==> config.mk <==
export PLATFORM = sky130hd
export DESIGN_NAME = mac_accel_arbiter
export DESIGN_NICKNAME = d
export VERILOG_FILES = /design/src/rtl/mac_accel_arbiter.sv
export SDC_FILE = /design/constraint.sdc
export NUM_CORES = 1
export LEC_CHECK = 0
export BUFFER_PORTS_ARGS = -buffer_cell sky130_fd_sc_hd__buf_2
export CAP_MARGIN = 40
export CORE_AREA = 3 3 126 128
export CTS_BUF_LIST = sky130_fd_sc_hd__clkbuf_4
export DETAILED_ROUTE_END_ITERATION = 16
export DIE_AREA = 0 0 129 131
export PLACE_DENSITY = 0.53
export SYNTH_ARGS = -nofsm -noshare
export SYNTH_HDL_FRONTEND = slang
export SYNTH_SLANG_ARGS = --single-unit
export TNS_END_PERCENT = 1
==> constraint.sdc <==
create_clock -name clk_i -period 3.9 [get_ports clk_i]
set_clock_uncertainty 0.1 [all_clocks]
set_input_delay 0.78 -clock clk_i [delete_from_list [all_inputs] [get_ports clk_i]]
set_output_delay 0.78 -clock clk_i [all_outputs]
set_load 0.03 [all_outputs]
==> src/rtl/mac_accel_arbiter.sv <==
// Purpose : shares one MAC accelerator OBI subordinate between two OBI managers, with round-robin arbitration and a software lock register at LockOffset.
// Latency : forwarded gnt/rvalid pass through combinationally; lock-register accesses get gnt in cycle N and rvalid in cycle N+1.
// Backpress: one transaction outstanding; a non-owner of a held lock sees gnt=0 until release. Optional stale-lock watchdog: MAC_ARB_LOCK_TIMEOUT_EN.

package mac_arb_pkg;

    typedef struct packed {
        int unsigned AddrWidth;
        int unsigned DataWidth;
        int unsigned IdWidth;
    } obi_cfg_t;

    localparam obi_cfg_t SbrObiCfg = '{AddrWidth: 32, DataWidth: 32, IdWidth: 1};

    typedef struct packed {
        logic [31:0] addr;
        logic        we;
        logic [3:0]  be;
        logic [31:0] wdata;
        logic [0:0]  aid;
    } sbr_obi_a_t;

    typedef struct packed {
        logic       req;
        sbr_obi_a_t a;
    } sbr_obi_req_t;

    typedef struct packed {
        logic [31:0] rdata;
        logic [0:0]  rid;
        logic        err;
    } sbr_obi_r_t;

    typedef struct packed {
        logic       gnt;
        logic       rvalid;
        sbr_obi_r_t r;
    } sbr_obi_rsp_t;

endpackage

module mac_accel_arbiter #(
    parameter mac_arb_pkg::obi_cfg_t ObiCfg      = mac_arb_pkg::SbrObiCfg,
    parameter type                   obi_req_t   = mac_arb_pkg::sbr_obi_req_t,
    parameter type                   obi_rsp_t   = mac_arb_pkg::sbr_obi_rsp_t,
    parameter logic [7:0]            LockOffset  = 8'hFC,
    parameter int unsigned           LockTimeout = 1024
) (
    input  logic       clk_i,
    input  logic       rst_ni,
    input  obi_req_t   sbr0_obi_req_i,
    output obi_rsp_t   sbr0_obi_rsp_o,
    input  obi_req_t   sbr1_obi_req_i,
    output obi_rsp_t   sbr1_obi_rsp_o,
    output obi_req_t   mgr_obi_req_o,
    input  obi_rsp_t   mgr_obi_rsp_i,
    output logic [1:0] lock_owner_o,
    output logic       lock_timeout_o
);

    if (LockTimeout < 2) begin : g_timeout_chk
        $error("LockTimeout must be at least 2");
    end

    typedef enum logic [1:0] {
        IDLE      = 2'd0,
        FWD_WAIT  = 2'd1,
        LOCAL_RSP = 2'd2
    } state_e;

    state_e                    state_q;
    logic                      src_q;       // port owning the outstanding transaction
    logic                      rr_prio_q;   // port that wins a tie
    logic                      hold_vld_q;  // forwarded request offered but not yet granted
    logic                      hold_id_q;
    logic                      lock_held_q;
    logic                      lock_id_q;
    logic [ObiCfg.IdWidth-1:0] local_aid_q;

    obi_req_t                  req [2];
    obi_rsp_t                  rsp [2];
    logic [1:0]                is_lock;
    logic [1:0]                elig;
    logic                      any_elig;
    logic                      win_id;
    logic                      win_local;
    logic                      local_hs;
    logic                      fwd_hs;
    logic                      lock_acq;
    logic                      lock_rel;
    logic                      timeout_fire;
    logic [ObiCfg.DataWidth-1:0] lock_status;

    assign req[0]         = sbr0_obi_req_i;
    assign req[1]         = sbr1_obi_req_i;
    assign sbr0_obi_rsp_o = rsp[0];
    assign sbr1_obi_rsp_o = rsp[1];
    assign lock_owner_o   = {lock_held_q, lock_id_q};

    // Eligibility: lock-register accesses always pass; a held lock blocks the non-owner.
    always_comb begin
        for (int i = 0; i < 2; i++) begin
            is_lock[i] = (req[i].a.addr[7:0] == LockOffset);
            elig[i]    = req[i].req && (!lock_held_q || (lock_id_q == 1'(i)) || is_lock[i]);
        end
    end

    // Winner selection: keep an offered-but-ungranted request stable, else round-robin.
    always_comb begin
        any_elig = |elig;
        win_id   = rr_prio_q;
        if (hold_vld_q && elig[hold_id_q]) begin
            win_id = hold_id_q;
        end else if (elig[0] && !elig[1]) begin
            win_id = 1'b0;
        end else if (elig[1] && !elig[0]) begin
            win_id = 1'b1;
        end
        win_local = is_lock[win_id];
    end

    // Request path toward the accelerator and handshake detection.
    always_comb begin
        mgr_obi_req_o     = '0;
        mgr_obi_req_o.a   = req[win_id].a;
        if (state_q == IDLE && any_elig && !win_local) begin
            mgr_obi_req_o.req = 1'b1;
        end
        fwd_hs   = mgr_obi_req_o.req && mgr_obi_rsp_i.gnt;
        local_hs = (state_q == IDLE) && any_elig && win_local;
        lock_acq = local_hs && req[win_id].a.we && req[win_id].a.wdata[0] &&
                   (!lock_held_q || (lock_id_q == win_id));
        lock_rel = local_hs && req[win_id].a.we && !req[win_id].a.wdata[0] &&
                   lock_held_q && (lock_id_q == win_id);
        lock_status      = '0;
        lock_status[1:0] = {lock_held_q, lock_id_q};
    end

    // Response routing: gnt to the winner in IDLE, rvalid/r to the source afterwards.
    always_comb begin
        for (int i = 0; i < 2; i++) begin
            rsp[i] = '0;
            case (state_q)
                IDLE: begin
                    if (any_elig && (win_id == 1'(i))) begin
                        rsp[i].gnt = win_local ? 1'b1 : mgr_obi_rsp_i.gnt;
                    end
                end
                FWD_WAIT: begin
                    if (src_q == 1'(i)) begin
                        rsp[i].rvalid = mgr_obi_rsp_i.rvalid;
                        rsp[i].r      = mgr_obi_rsp_i.r;
                    end
                end
                LOCAL_RSP: begin
                    if (src_q == 1'(i)) begin
                        rsp[i].rvalid  = 1'b1;
                        rsp[i].r.rdata = lock_status;
                        rsp[i].r.rid   = local_aid_q;
                        rsp[i].r.err   = 1'b0;
                    end
                end
                default: ;
            endcase
        end
    end

    // Transaction FSM with round-robin pointer, advanced only on a granted handshake.
    always_ff @(posedge clk_i or negedge rst_ni) begin
        if (!rst_ni) begin
            state_q     <= IDLE;
            src_q       <= 1'b0;
            rr_prio_q   <= 1'b0;
            hold_vld_q  <= 1'b0;
            hold_id_q   <= 1'b0;
            local_aid_q <= '0;
        end else begin
            case (state_q)
                IDLE: begin
                    if (local_hs || fwd_hs) begin
                        state_q    <= local_hs ? LOCAL_RSP : FWD_WAIT;
                        src_q      <= win_id;
                        rr_prio_q  <= ~win_id;
                        hold_vld_q <= 1'b0;
                        if (local_hs) begin
                            local_aid_q <= req[win_id].a.aid;
                        end
                    end else begin
                        hold_vld_q <= mgr_obi_req_o.req;
                        hold_id_q  <= win_id;
                    end
                end
                FWD_WAIT: begin
                    if (mgr_obi_rsp_i.rvalid) begin
                        state_q <= IDLE;
                    end
                end
                LOCAL_RSP: state_q <= IDLE;
                default:   state_q <= IDLE;
            endcase
        end
    end

    // Lock register: acquire beats a same-cycle forced release; owner ID clears with the lock.
    always_ff @(posedge clk_i or negedge rst_ni) begin
        if (!rst_ni) begin
            lock_held_q <= 1'b0;
            lock_id_q   <= 1'b0;
        end else if (lock_acq) begin
            lock_held_q <= 1'b1;
            lock_id_q   <= win_id;
        end else if (lock_rel || timeout_fire) begin
            lock_held_q <= 1'b0;
            lock_id_q   <= 1'b0;
        end
    end

`ifdef MAC_ARB_LOCK_TIMEOUT_EN
    localparam int unsigned CntW = $clog2(LockTimeout);

    logic [CntW-1:0] idle_cnt_q;
    logic            owner_hs;
    logic            timeout_q;

    assign owner_hs       = lock_held_q && (local_hs || fwd_hs) && (win_id == lock_id_q);
    assign timeout_fire   = lock_held_q && !owner_hs && (idle_cnt_q == CntW'(LockTimeout - 1));
    assign lock_timeout_o = timeout_q;

    // Watchdog: count owner-idle cycles while locked, restart on any owner handshake.
    always_ff @(posedge clk_i or negedge rst_ni) begin
        if (!rst_ni) begin
            idle_cnt_q <= '0;
            timeout_q  <= 1'b0;
        end else begin
            timeout_q <= timeout_fire;
            if (!lock_held_q || owner_hs || timeout_fire) begin
                idle_cnt_q <= '0;
            end else begin
                idle_cnt_q <= idle_cnt_q + 1'b1;
            end
        end
    end
`else
    assign timeout_fire   = 1'b0;
    assign lock_timeout_o = 1'b0;
`endif

endmodule

# Word level (Yosys, flattened, before mapping)
# Cells that the tools add are included.
[totals]
wordCells = 87
inputBits = 180
register_bits = 9
output_inout_bits = 146
[classes]
n_bitwise = 4
eq_ne = 7
reduce_logical = 35
magnitude_cmp = 3
n_mux = 30
[ops]
columns = ["operator", "n"]
rows = [
  ["$mux 70", 3],
  ["$mux 35", 4],
  ["$pmux 35 s2", 2],
  ["$logic_and 1x1->1", 17],
  ["$mux 1", 17],
  ["$eq 8x8->1 const B", 2],
  ["$logic_or 1x1->1", 6],
  ["$mux 2", 3],
  ["$reduce_and 2->1", 3],
  ["$logic_not 1->1", 5],
  ["$lt 1x2->1 const B", 2],
  ["$pmux 2 s2", 1],
  ["$not 1->1", 3],
  ["$reduce_and 3->1", 1],
  ["$eq 2x1->1 const B", 1],
  ["$eq 2x2->1 const B", 1],
  ["$ge 2x2->1 const B", 1],
  ["$logic_not 2->1", 1],
  ["$ne 2x1->1 const B", 1],
  ["$ne 2x2->1 const B", 1],
  ["$not 1->2", 1],
  ["$reduce_bool 2->1", 1],
  ["$reduce_or 2->1", 1],
  ["$eq 1x1->1", 1],
]

# Longest topological paths before layout
# Gate-level depths: netlist (run 1).
[depth]
depth_word = 19
depth_mapped = 8
ltp_nobuf = 7

# Worst setup path after synthesis (run 1)
# Ideal clock, no wire load.
[synth_timing]
path_type = "input port to output port"
from = "in sbr0_obi_req_i[45] in the netlist's numbering"
to = "out mgr_obi_req_o[70] in the netlist's numbering"
arrival_time_ns = 2.562
t_required_ns = 3.020
setup_slack_ns = 0.458
path_stages = 5
n_path_buf = 0
path_cell_list = "nand4_1 nor4_4 o211ai_2 a32o_2 nor3_1"
[synth_rtl]
columns = ["item", "line_no", "rtl"]
rows = [
  ["start, declared", "51", "input obi_req_t sbr0_obi_req_i,"],
  ["end, declared", "55", "output obi_req_t mgr_obi_req_o,"],
]

==> impl_metrics.env, run 1 <==
export IMPL_synthFlopType="dfrtp_1"
export IMPL_power_switching_mw=1.106
export IMPL_p_clk_share_pct=4.4
export IMPL_cts_tree="yes"
export IMPL_initial_core_util_pct=13.82
export IMPL_period_minus_slack_ns=3.717
export IMPL_cts_sinks=9
export IMPL_end_kind="output port"
export IMPL_numCtsBuffers=3
export IMPL_drt_iter0_markers=102
export IMPL_p_seq_share_pct=8.2
export IMPL_grt_pass1_vias=2699
export IMPL_place_area_um2=3886
export IMPL_remaining_drc_errors=0
export IMPL_die_area_um2=16900
export IMPL_stdcell_area_um2=3916
export IMPL_wl_um=10150
export IMPL_vdd_drop_max_uv=186.4
export IMPL_cts_root_buffer="clkbuf_4"
export IMPL_required_ns=3.02
export IMPL_outcome="finished, final reports clean"
export IMPL_ys_warn_count=0
export IMPL_overflow=0
export IMPL_synthTopCellsByArea="mux2_1, and2_1, dfrtp_1, mux2_2, buf_4"
export IMPL_p_sw_share_pct=60.45
export IMPL_post_dp_hpwl_um=8952
export IMPL_finalSetupViolCount=0
export IMPL_grt_pass1_wl_um=14210
export IMPL_postCtsResizedCells=0
export IMPL_startpoint_type="input pin"
export IMPL_viasPerCell=3.918
export IMPL_ant_nets=0
export IMPL_netlist_area_um2=2069
export IMPL_max_freq_mhz=269.1
export IMPL_timing_slew_headroom_pct=44.46
export IMPL_die_x_um=129
export IMPL_yosysSeqAreaShare_pct=10.88
export IMPL_rsz0062_at_grt="false"
export IMPL_hp_class="input pin to async pin"
export IMPL_post_cts_buffers=0
export IMPL_first_pass_iters=4
export IMPL_clockBufferDepth=2
export IMPL_antenna_found_initial=0
export IMPL_syn_inst=241
export IMPL_worst_pin_slew_ns=0.8331
export IMPL_path_class="input pin to output port"
export IMPL_syn_num_nets=424
export IMPL_fp_row_count=45
export IMPL_finalHoldViolations=0
export IMPL_power_leakage_nw=2.286
export IMPL_synth_edff_count=0
export IMPL_wl_per_cell_um=13.62
export IMPL_setup_tns_final_ns=0
export IMPL_clock_latency_ns=0.26
export IMPL_synthArstFlopShare_pct=100.0
export IMPL_port_buffers=324
export IMPL_finalCritPeriodShare_pct=95.30
export IMPL_ioPinCount=326
export IMPL_vias=2919
export IMPL_drv_slew=0
export IMPL_synth_cell_types=40
export IMPL_path_clk_slew_ns=0.07
export IMPL_routabilityCongestion=0.8792
export IMPL_avgSynthCellArea_um2=8.587
export IMPL_h_tree_depth=1
export IMPL_diodes=0
export IMPL_layout_drive_gt1_share_pct=63.73
export IMPL_synth_ff_latch_count=9
export IMPL_coreArea_um2=14980
export IMPL_syn_to_final_growth_pct=89.24
export IMPL_synth_top_area_share_pct=31.56
export IMPL_holdBufCountCts=0
export IMPL_chipHeight_um=131
export IMPL_combPwrFrac_pct=87.4
export IMPL_maxCapViolations=0
export IMPL_cp_max_fo=51
export IMPL_internal_power_mw=0.7240
export IMPL_grt_max_degree=52
export IMPL_final_nets=741
export IMPL_crit_arrival_ns=2.84
export IMPL_p_per_area_nw_per_um2=467.4
export IMPL_netlist_top_cell_by_area="mux2_1"
export IMPL_grt_total_usage_pct=10.36
==> cell usage in the layout, fill, tap and decap left out, drive strengths merged <==
master,instances
conb,1
nand2b,2
dfrtp,9
nor2,12
a22oi,5
o21bai,2
buf,329
a32o,2
nand4,1
o21ai,7
clkbuf,4
and4,1
and4b,1
nand2,9
o21ba,1
a21oi,3
and3,5
o211ai,3
ha,3
nor3,4
inv,7
o211a,1
a221oi,1
a21o,1
a22o,1
nor4,1
o21a,2
nor2b,2
and4bb,1
and2,63
o221ai,1
mux2i,1
mux2,71
==> power by group through the flow <==
stage / clock [mW] / combinational [mW] / sequential (mW)
after global routing: 0.0871 / 1.70 / 0.155
final: 0.0802 / 1.60 / 0.150
after CTS: 0.0819 / 1.61 / 0.151
after global placement: 0 / 1.61 / 0.152
after detailed placement: 0 / 1.60 / 0.152
after floorplan: 0 / 1.16 / 0.143
==> cell type report <==
| type | instances | area, um2 |
|---|---|---|
| clock buffer | 4 | 30.03 |
| fill | 1640 | 11060 |
| inverter | 7 | 26.28 |
| multi-input combinational | 208 | 1715 |
| sequential | 9 | 225.2 |
| tap | 188 | 235.2 |
| timing repair buffer | 329 | 1684 |
==> worst paths after layout <==
kind | start | cells past startpoint | endpoint | slack, ns
max | sbr0_obi_req_i[43] | 8 | mgr_obi_req_o[18] | 0.18
min | rst_ni | 1 | lock_held_q | 0.26
max reg2reg | lock_id_q | 8 | lock_held_q | 1.61
min reg2reg | hold_id_q | 2 | hold_id_q | 0.44
max in group asynchronous | rst_ni | 1 | hold_vld_q | 3.25
min in group clk_i | hold_id_q | 2 | hold_id_q | 0.44
==> Yosys cell counts, types with 2 or more instances <==
| cell | instances |
|---|---|
| nand2b_1 | 2 |
| buf_4 | 10 |
| mux2_2 | 13 |
| and3_1 | 5 |
| o21ai_1 | 3 |
| inv_1 | 7 |
| o211ai_1 | 2 |
| o21ai_0 | 4 |
| clkbuf_1 | 6 |
| nor2b_1 | 2 |
| o21bai_1 | 2 |
| a22oi_1 | 4 |
| dfrtp_1 | 9 |
| mux2_1 | 58 |
| nor3_2 | 2 |
| nor3_1 | 2 |
| ha_1 | 3 |
| and2_1 | 63 |
| nor2_1 | 12 |
| nand2_1 | 9 |
| o21a_1 | 2 |
| a21oi_1 | 3 |
==> critical path: stages <==
cell and delay [ns]:
buf_2 0.12, nand4_1 0.16, nor4_4 0.35, o221ai_2 0.20
a22oi_4 0.28, buf_12 0.30, mux2_1 0.41, buf_2 0.20
==> flip-flops by register name, indices dropped and copies added, names as in the netlist <==
name,count
state_q,2
hold_id_q,1
hold_vld_q,1
local_aid_q,1
lock_held_q,1
lock_id_q,1
rr_prio_q,1
src_q,1
==> layer usage <==
layer  global-route usage (%)  up-vias  routed length, um
li1                         -     1473                  -
met1                    13.19     1314               4101
met2                    19.27      128               5414
met3                   0.9756        4                585
met4                    1.606        0                 46
met5                        0        -                  0
==> metrics by stage <==
step	instances	total power [mW]	utilization [%]	hold WS, ns	setup WS [ns]
3_5_place_dp	741	1.756	25.95	0.4337	0.2189
2_1_floorplan	241	1.300	-	0.3804	0.4577
4_1_cts	745	1.843	26.15	0.2635	0.2124
5_1_grt	745	1.946	26.15	0.2658	0.1182
3_3_place_gp	741	1.763	25.95	0.4274	0.2473
6_report	745	1.830	26.15	0.2646	0.1835
==> logic make-up (layout without fill, tap and decap cells) <==
family                   after synthesis  after routing  synth area share (%)
multiplexers                          72             72                 39.12
flip-flops                             9              9                 10.88
adder cells (fa/ha/maj)                3              3                 1.814
AND/OR/NAND/NOR                      102            102                 29.87
AO/OA/AOI/OAI                         30             30                 11.91
buffers and inverters                 24            340                 6.227
other                                  1              1                0.1812
(Power assumes the default switching activity.)
==> run 2: changes to the inputs <==
--- a/config.mk
+++ b/config.mk
@@ -9,7 +9,7 @@
 export CAP_MARGIN = 40
-export CORE_AREA = 3 3 126 128
+export CORE_AREA = 5 5 125 127
 export CTS_BUF_LIST = sky130_fd_sc_hd__clkbuf_4
 export DETAILED_ROUTE_END_ITERATION = 16
-export DIE_AREA = 0 0 129 131
-export PLACE_DENSITY = 0.53
+export DIE_AREA = 0 0 130 132
+export PLACE_DENSITY = 0.55
 export SYNTH_ARGS = -nofsm -noshare
==> constraint.sdc (replaced) <==
create_clock -name clk_i -period 3.9 [get_ports clk_i]
set_clock_uncertainty 0.1 [all_clocks]
set_input_delay 0.39 -clock clk_i [delete_from_list [all_inputs] [get_ports clk_i]]
set_output_delay 0.39 -clock clk_i [all_outputs]
set_load 0.03 [all_outputs]
==> run 2 against run 1 <==
Non-clock buffer count is 2 lower. Clock power is 3.9% lower. Clock-buffer cell count stayed put. Critical path depth is 1 lower. Register-to-register slack worse by 0.37 ns. Design area is 0.38% lower. Sequential share of layout area hardly changed. Global-route usage is 1.3 points higher. Power is 0.49% higher. Sequential power hardly changed.
==> impl_metrics.env, run 2 (synthesis results as in run 1) <==
export IMPL_outcome="finished, final reports clean"
export IMPL_r2r_end="local_aid_q"
export IMPL_setup_tns_final_ns=0
export IMPL_p_seq_share_pct=8.1
export IMPL_final_nets=739
export IMPL_layout_drive_gt1_share_pct=63.42
export IMPL_p_sw_share_pct=60.67
export IMPL_cts_tree="yes"
export IMPL_vdd_drop_max_uv=256.8
export IMPL_combPwrFrac_pct=87.7
export IMPL_power_switching_mw=1.116
export IMPL_finalCritPeriodShare_pct=82.19
export IMPL_grt_max_degree=40
export IMPL_finalHoldViolations=0
export IMPL_drv_slew=0
export IMPL_cts_root_buffer="clkbuf_4"
export IMPL_first_pass_iters=4
export IMPL_rsz0062_at_grt="false"
export IMPL_clockBufferDepth=2
export IMPL_r2r_start="lock_id_q"
export IMPL_required_ns=3.41
export IMPL_cts_sinks=9
export IMPL_max_freq_mhz=312.0
export IMPL_post_dp_hpwl_um=10120
export IMPL_hold_end="state_q[0]"
export IMPL_fp_row_count=44
export IMPL_antenna_found_initial=1
export IMPL_crit_arrival_ns=2.72
export IMPL_period_minus_slack_ns=3.205
export IMPL_startpoint_type="register"
export IMPL_initial_core_util_pct=14.46
export IMPL_finalSetupViolCount=0
export IMPL_mostFrequentLayoutCell="buf_2"
export IMPL_regMostFlops="state_q"
export IMPL_coreArea_um2=14310
export IMPL_overflow=0
export IMPL_ioPinCount=326
export IMPL_largest_reg_flops=2
export IMPL_wl_um=11180
export IMPL_wl_per_cell_um=15.10
export IMPL_r2r_slack_ns=1.24
export IMPL_layout_common_cells="buf_2, and2_1, mux2_1"
export IMPL_syn_to_final_growth_pct=88.51
export IMPL_p_per_area_nw_per_um2=471.5
export IMPL_cp_max_fo=39
export IMPL_place_area_um2=3859
export IMPL_grt_pass1_vias=2928
export IMPL_end_kind="output port"
export IMPL_hp_start="mgr_obi_rsp_i[34]"
export IMPL_power_leakage_nw=2.274
export IMPL_nFillCells=1606
export IMPL_path_class="register to output port"
export IMPL_postCtsResizedCells=0
export IMPL_maxCapViolations=0
export IMPL_grt_pass1_wl_um=16240
export IMPL_viasPerCell=3.931
export IMPL_drt_iter0_markers=77
export IMPL_p_clk_share_pct=4.2
export IMPL_die_area_um2=17160
export IMPL_routabilityCongestion=0.8643
export IMPL_grt_total_usage_pct=11.71
export IMPL_timing_slew_headroom_pct=46.36
export IMPL_reg2reg_depth=7
export IMPL_chipHeight_um=132
export IMPL_vias=2909
export IMPL_numCtsBuffers=3
export IMPL_hp_class="input pin to register"
export IMPL_clock_latency_ns=0.25
export IMPL_remaining_drc_errors=0
export IMPL_min_path_cells=4
export IMPL_die_x_um=130
export IMPL_post_cts_buffers=0
export IMPL_stdcell_area_um2=3901
export IMPL_ant_nets=0
export IMPL_internal_power_mw=0.7234
export IMPL_port_buffers=324
export IMPL_path_clk_slew_ns=0.06
export IMPL_worst_pin_slew_ns=0.8046
export IMPL_h_tree_depth=1
==> run 2: area by class of cell <==
class | count | area [um2] | share of cell area, %
Clock buffer | 4 | 30.03 | 0.7697
Timing Repair Buffer | 327 | 1672 | 42.85
Sequential cell | 9 | 225.2 | 5.773
Inverter | 7 | 26.28 | 0.6735
Tap cell | 184 | 230.2 | 5.901
Antenna cell | 1 | 2.502 | 0.06414
Multi-Input combinational cell | 208 | 1715 | 43.97
==> run 2: critical path, cell delays in order (launching register included) <==
cell and delay [ns]:
dfrtp_1 0.46, nand2b_1 0.18, a21oi_1 0.21, o221ai_2 0.18
a22oi_4 0.51, buf_12 0.30, mux2_1 0.40, buf_2 0.20
==> run 2: how the worst max path moves through the flow <==
stage / start / to / slack (ns) / cells past startpoint
floorplan: sbr0_obi_req_i[45] / mgr_obi_req_o[70] / 1.24 / 5
global placement: sbr0_obi_req_i[42] / mgr_obi_req_o[11] / 0.67 / 8
detailed placement: sbr0_obi_req_i[42] / mgr_obi_req_o[20] / 0.66 / 8
CTS: lock_id_q / mgr_obi_req_o[20] / 0.62 / 7
global route: lock_id_q / mgr_obi_req_o[20] / 0.48 / 7
finish: lock_id_q / mgr_obi_req_o[20] / 0.69 / 7
==> run 2: metrics by stage <==
stage | hold WS [ns] | utilization, % | std cells | total power, mW | setup slack, ns
after floorplan | -0.005591 | - | 241 | 1.300 | 1.238
after global placement | 0.1559 | 26.96 | 734 | 1.787 | 0.6710
after detailed placement | 0.1527 | 26.96 | 734 | 1.776 | 0.6589
after CTS | 0.3466 | 27.24 | 739 | 1.864 | 0.6206
after global routing | 0.3658 | 27.26 | 740 | 1.950 | 0.4824
final | 0.3544 | 27.26 | 740 | 1.839 | 0.6945
==> run 2: metal layers <==
metal | global-route usage, % | wire length, um
met1 | 14.36 | 4438
met2 | 21.58 | 5811
met3 | 2.026 | 840
met4 | 1.674 | 84
met5 | 0 | 0
==> run 2: power groups by stage <==
| stage | Clock [mW] | Combinational [mW] | Sequential [mW] |
|---|---|---|---|
| floorplan | 0 | 1.16 | 0.143 |
| global placement | 0 | 1.64 | 0.152 |
| detailed placement | 0 | 1.62 | 0.152 |
| CTS | 0.0825 | 1.63 | 0.150 |
| global route | 0.0864 | 1.71 | 0.153 |
| finish | 0.0771 | 1.61 | 0.150 |
==> run 2: repair_timing <==
item / 4_1_cts / 5_1_grt
endpoints found under the hold margin: 9 / 0
endpoints found under the setup margin: 0 / 0
hold buffers: 1 / 0
==> run 3: changes to the inputs <==
- clock period: 3.9 -> 3.1 ns (I/O delays scaled with it)
==> run 3 against run 2 <==
Register-to-register slack got worse by 0.44 ns. Setup slack got worse by 0.41 ns. Design area grew 0.90%. Routed wire length rose by 2.9%. Sequential power up 25%. Non-clock buffer count up 5.
==> impl_metrics.env, run 3 (synthesis results as in run 1) <==
export IMPL_cts_tree="yes"
export IMPL_routabilityCongestion=1.004
export IMPL_grt_pass1_wl_um=16600
export IMPL_path_class="input pin to output port"
export IMPL_numCtsBuffers=3
export IMPL_initial_core_util_pct=14.46
export IMPL_hp_class="input pin to register"
export IMPL_end_kind="output port"
export IMPL_max_freq_mhz=355.8
export IMPL_dp_cells=739
export IMPL_postCtsResizedCells=0
export IMPL_power_mw=2.323
export IMPL_grt_total_usage_pct=12.06
export IMPL_finalCritPeriodShare_pct=90.67
export IMPL_rsz0062_at_grt="false"
export IMPL_layout_common_cells="buf_2, and2_1, mux2_1"
export IMPL_stdcell_count=744
export IMPL_grt_max_degree=32
export IMPL_ant_nets=0
export IMPL_mostFrequentLayoutCell="buf_2"
export IMPL_diodes=0
export IMPL_clock_latency_ns=0.25
export IMPL_coreArea_um2=14310
export IMPL_finalHoldViolations=0
export IMPL_nFillCells=1569
export IMPL_multi_input_area_um2=1715
export IMPL_layout_drive_gt1_share_pct=63.75
export IMPL_seq_area_um2=225.2
export IMPL_port_buffers=324
export IMPL_path_clk_slew_ns=0.06
export IMPL_post_cts_buffers=0
export IMPL_grt_pass1_vias=2922
export IMPL_post_dp_hpwl_um=10410
export IMPL_vias=2992
export IMPL_setup_tns_final_ns=0
export IMPL_antenna_found_initial=0
export IMPL_period_minus_slack_ns=2.811
export IMPL_ioPinCount=326
export IMPL_chipHeight_um=132
export IMPL_cp_max_fo=18
export IMPL_final_nets=744
export IMPL_clockBufferDepth=2
export IMPL_die_x_um=130
export IMPL_first_pass_iters=4
export IMPL_holdBufCountCts=1
export IMPL_whs_ns=0.2791
export IMPL_wl_um=11500
export IMPL_syn_to_final_growth_pct=90.21
export IMPL_cts_sinks=9
export IMPL_cts_root_buffer="clkbuf_4"
export IMPL_required_ns=2.69
export IMPL_outcome="finished, final reports clean"
export IMPL_h_tree_depth=1
export IMPL_startpoint_type="input pin"
export IMPL_wl_per_cell_um=15.45
export IMPL_viasPerCell=4.022
export IMPL_vdd_drop_max_uv=340.3
export IMPL_die_area_um2=17160
export IMPL_p_per_area_nw_per_um2=590.1
export IMPL_fp_row_count=44
export IMPL_largest_reg_flops=2
export IMPL_regMostFlops="state_q"
export IMPL_overflow=0
export IMPL_pre_cts_ws_ns=0.2861
export IMPL_maxCapViolations=0
export IMPL_fin_util_pct=27.50
export IMPL_drt_iter0_markers=75
export IMPL_fin_ws_ns=0.2891
export IMPL_remaining_drc_errors=0
export IMPL_power_leakage_nw=2.301
export IMPL_finalSetupViolCount=0
export IMPL_stdcell_area_um2=3936
export IMPL_crit_arrival_ns=2.40
export IMPL_drv_slew=0
export IMPL_place_area_um2=3896
run 3: cell types whose count changed in the layout (fill, tap and decap cells not counted), sizes merged:
cell / before / now
buf: 326 / 331
diode: 1 / 0
run 3: routing by layer:
metal	wire, um	GRT usage [%]	part of all wire, %
met1	4828	15.79	42
met2	5888	21.69	51
met3	737	1.499	6.4
met4	40	1.270	0.35
met5	0	0	0
run 3: report_power, final:
| group | internal, mW | switching (mW) |
|---|---|---|
| Sequential | 0.153 | 0.0338 |
| Combinational | 0.714 | 1.33 |
| Clock | 0.0582 | 0.0379 |
| Total | 0.925 | 1.40 |
run 3: worst max-delay path, cell delays in order:
cell and delay (ns):
buf_2 0.12, nand4_1 0.14, nor4_4 0.43, o221ai_2 0.22, a22oi_4 0.31, buf_4 0.31, mux2_1 0.38, buf_2 0.19
run 3: final timing paths:
| path | startpoint | end | slack [ns] | depth (start not counted) |
|---|---|---|---|---|
| max in group asynchronous | rst_ni | state_q[1] | 2.36 | 2 |
| max reg2reg | lock_held_q | local_aid_q | 0.80 | 7 |
| min reg2reg | hold_id_q | hold_id_q | 0.43 | 2 |
| min in group asynchronous | rst_ni | lock_held_q | 0.36 | 2 |
| min | mgr_obi_rsp_i[34] | state_q[0] | 0.28 | 4 |
| max | sbr0_obi_req_i[42] | mgr_obi_req_o[15] | 0.29 | 8 |
run 3: final cells by class:
cell class | instances | area share (%)
Timing Repair Buffer | 332 | 43.42
Inverter | 7 | 0.6675
Clock buffer | 4 | 0.7629
Tap cell | 184 | 5.849
Sequential cell | 9 | 5.722
Multi-Input combinational cell | 208 | 43.58
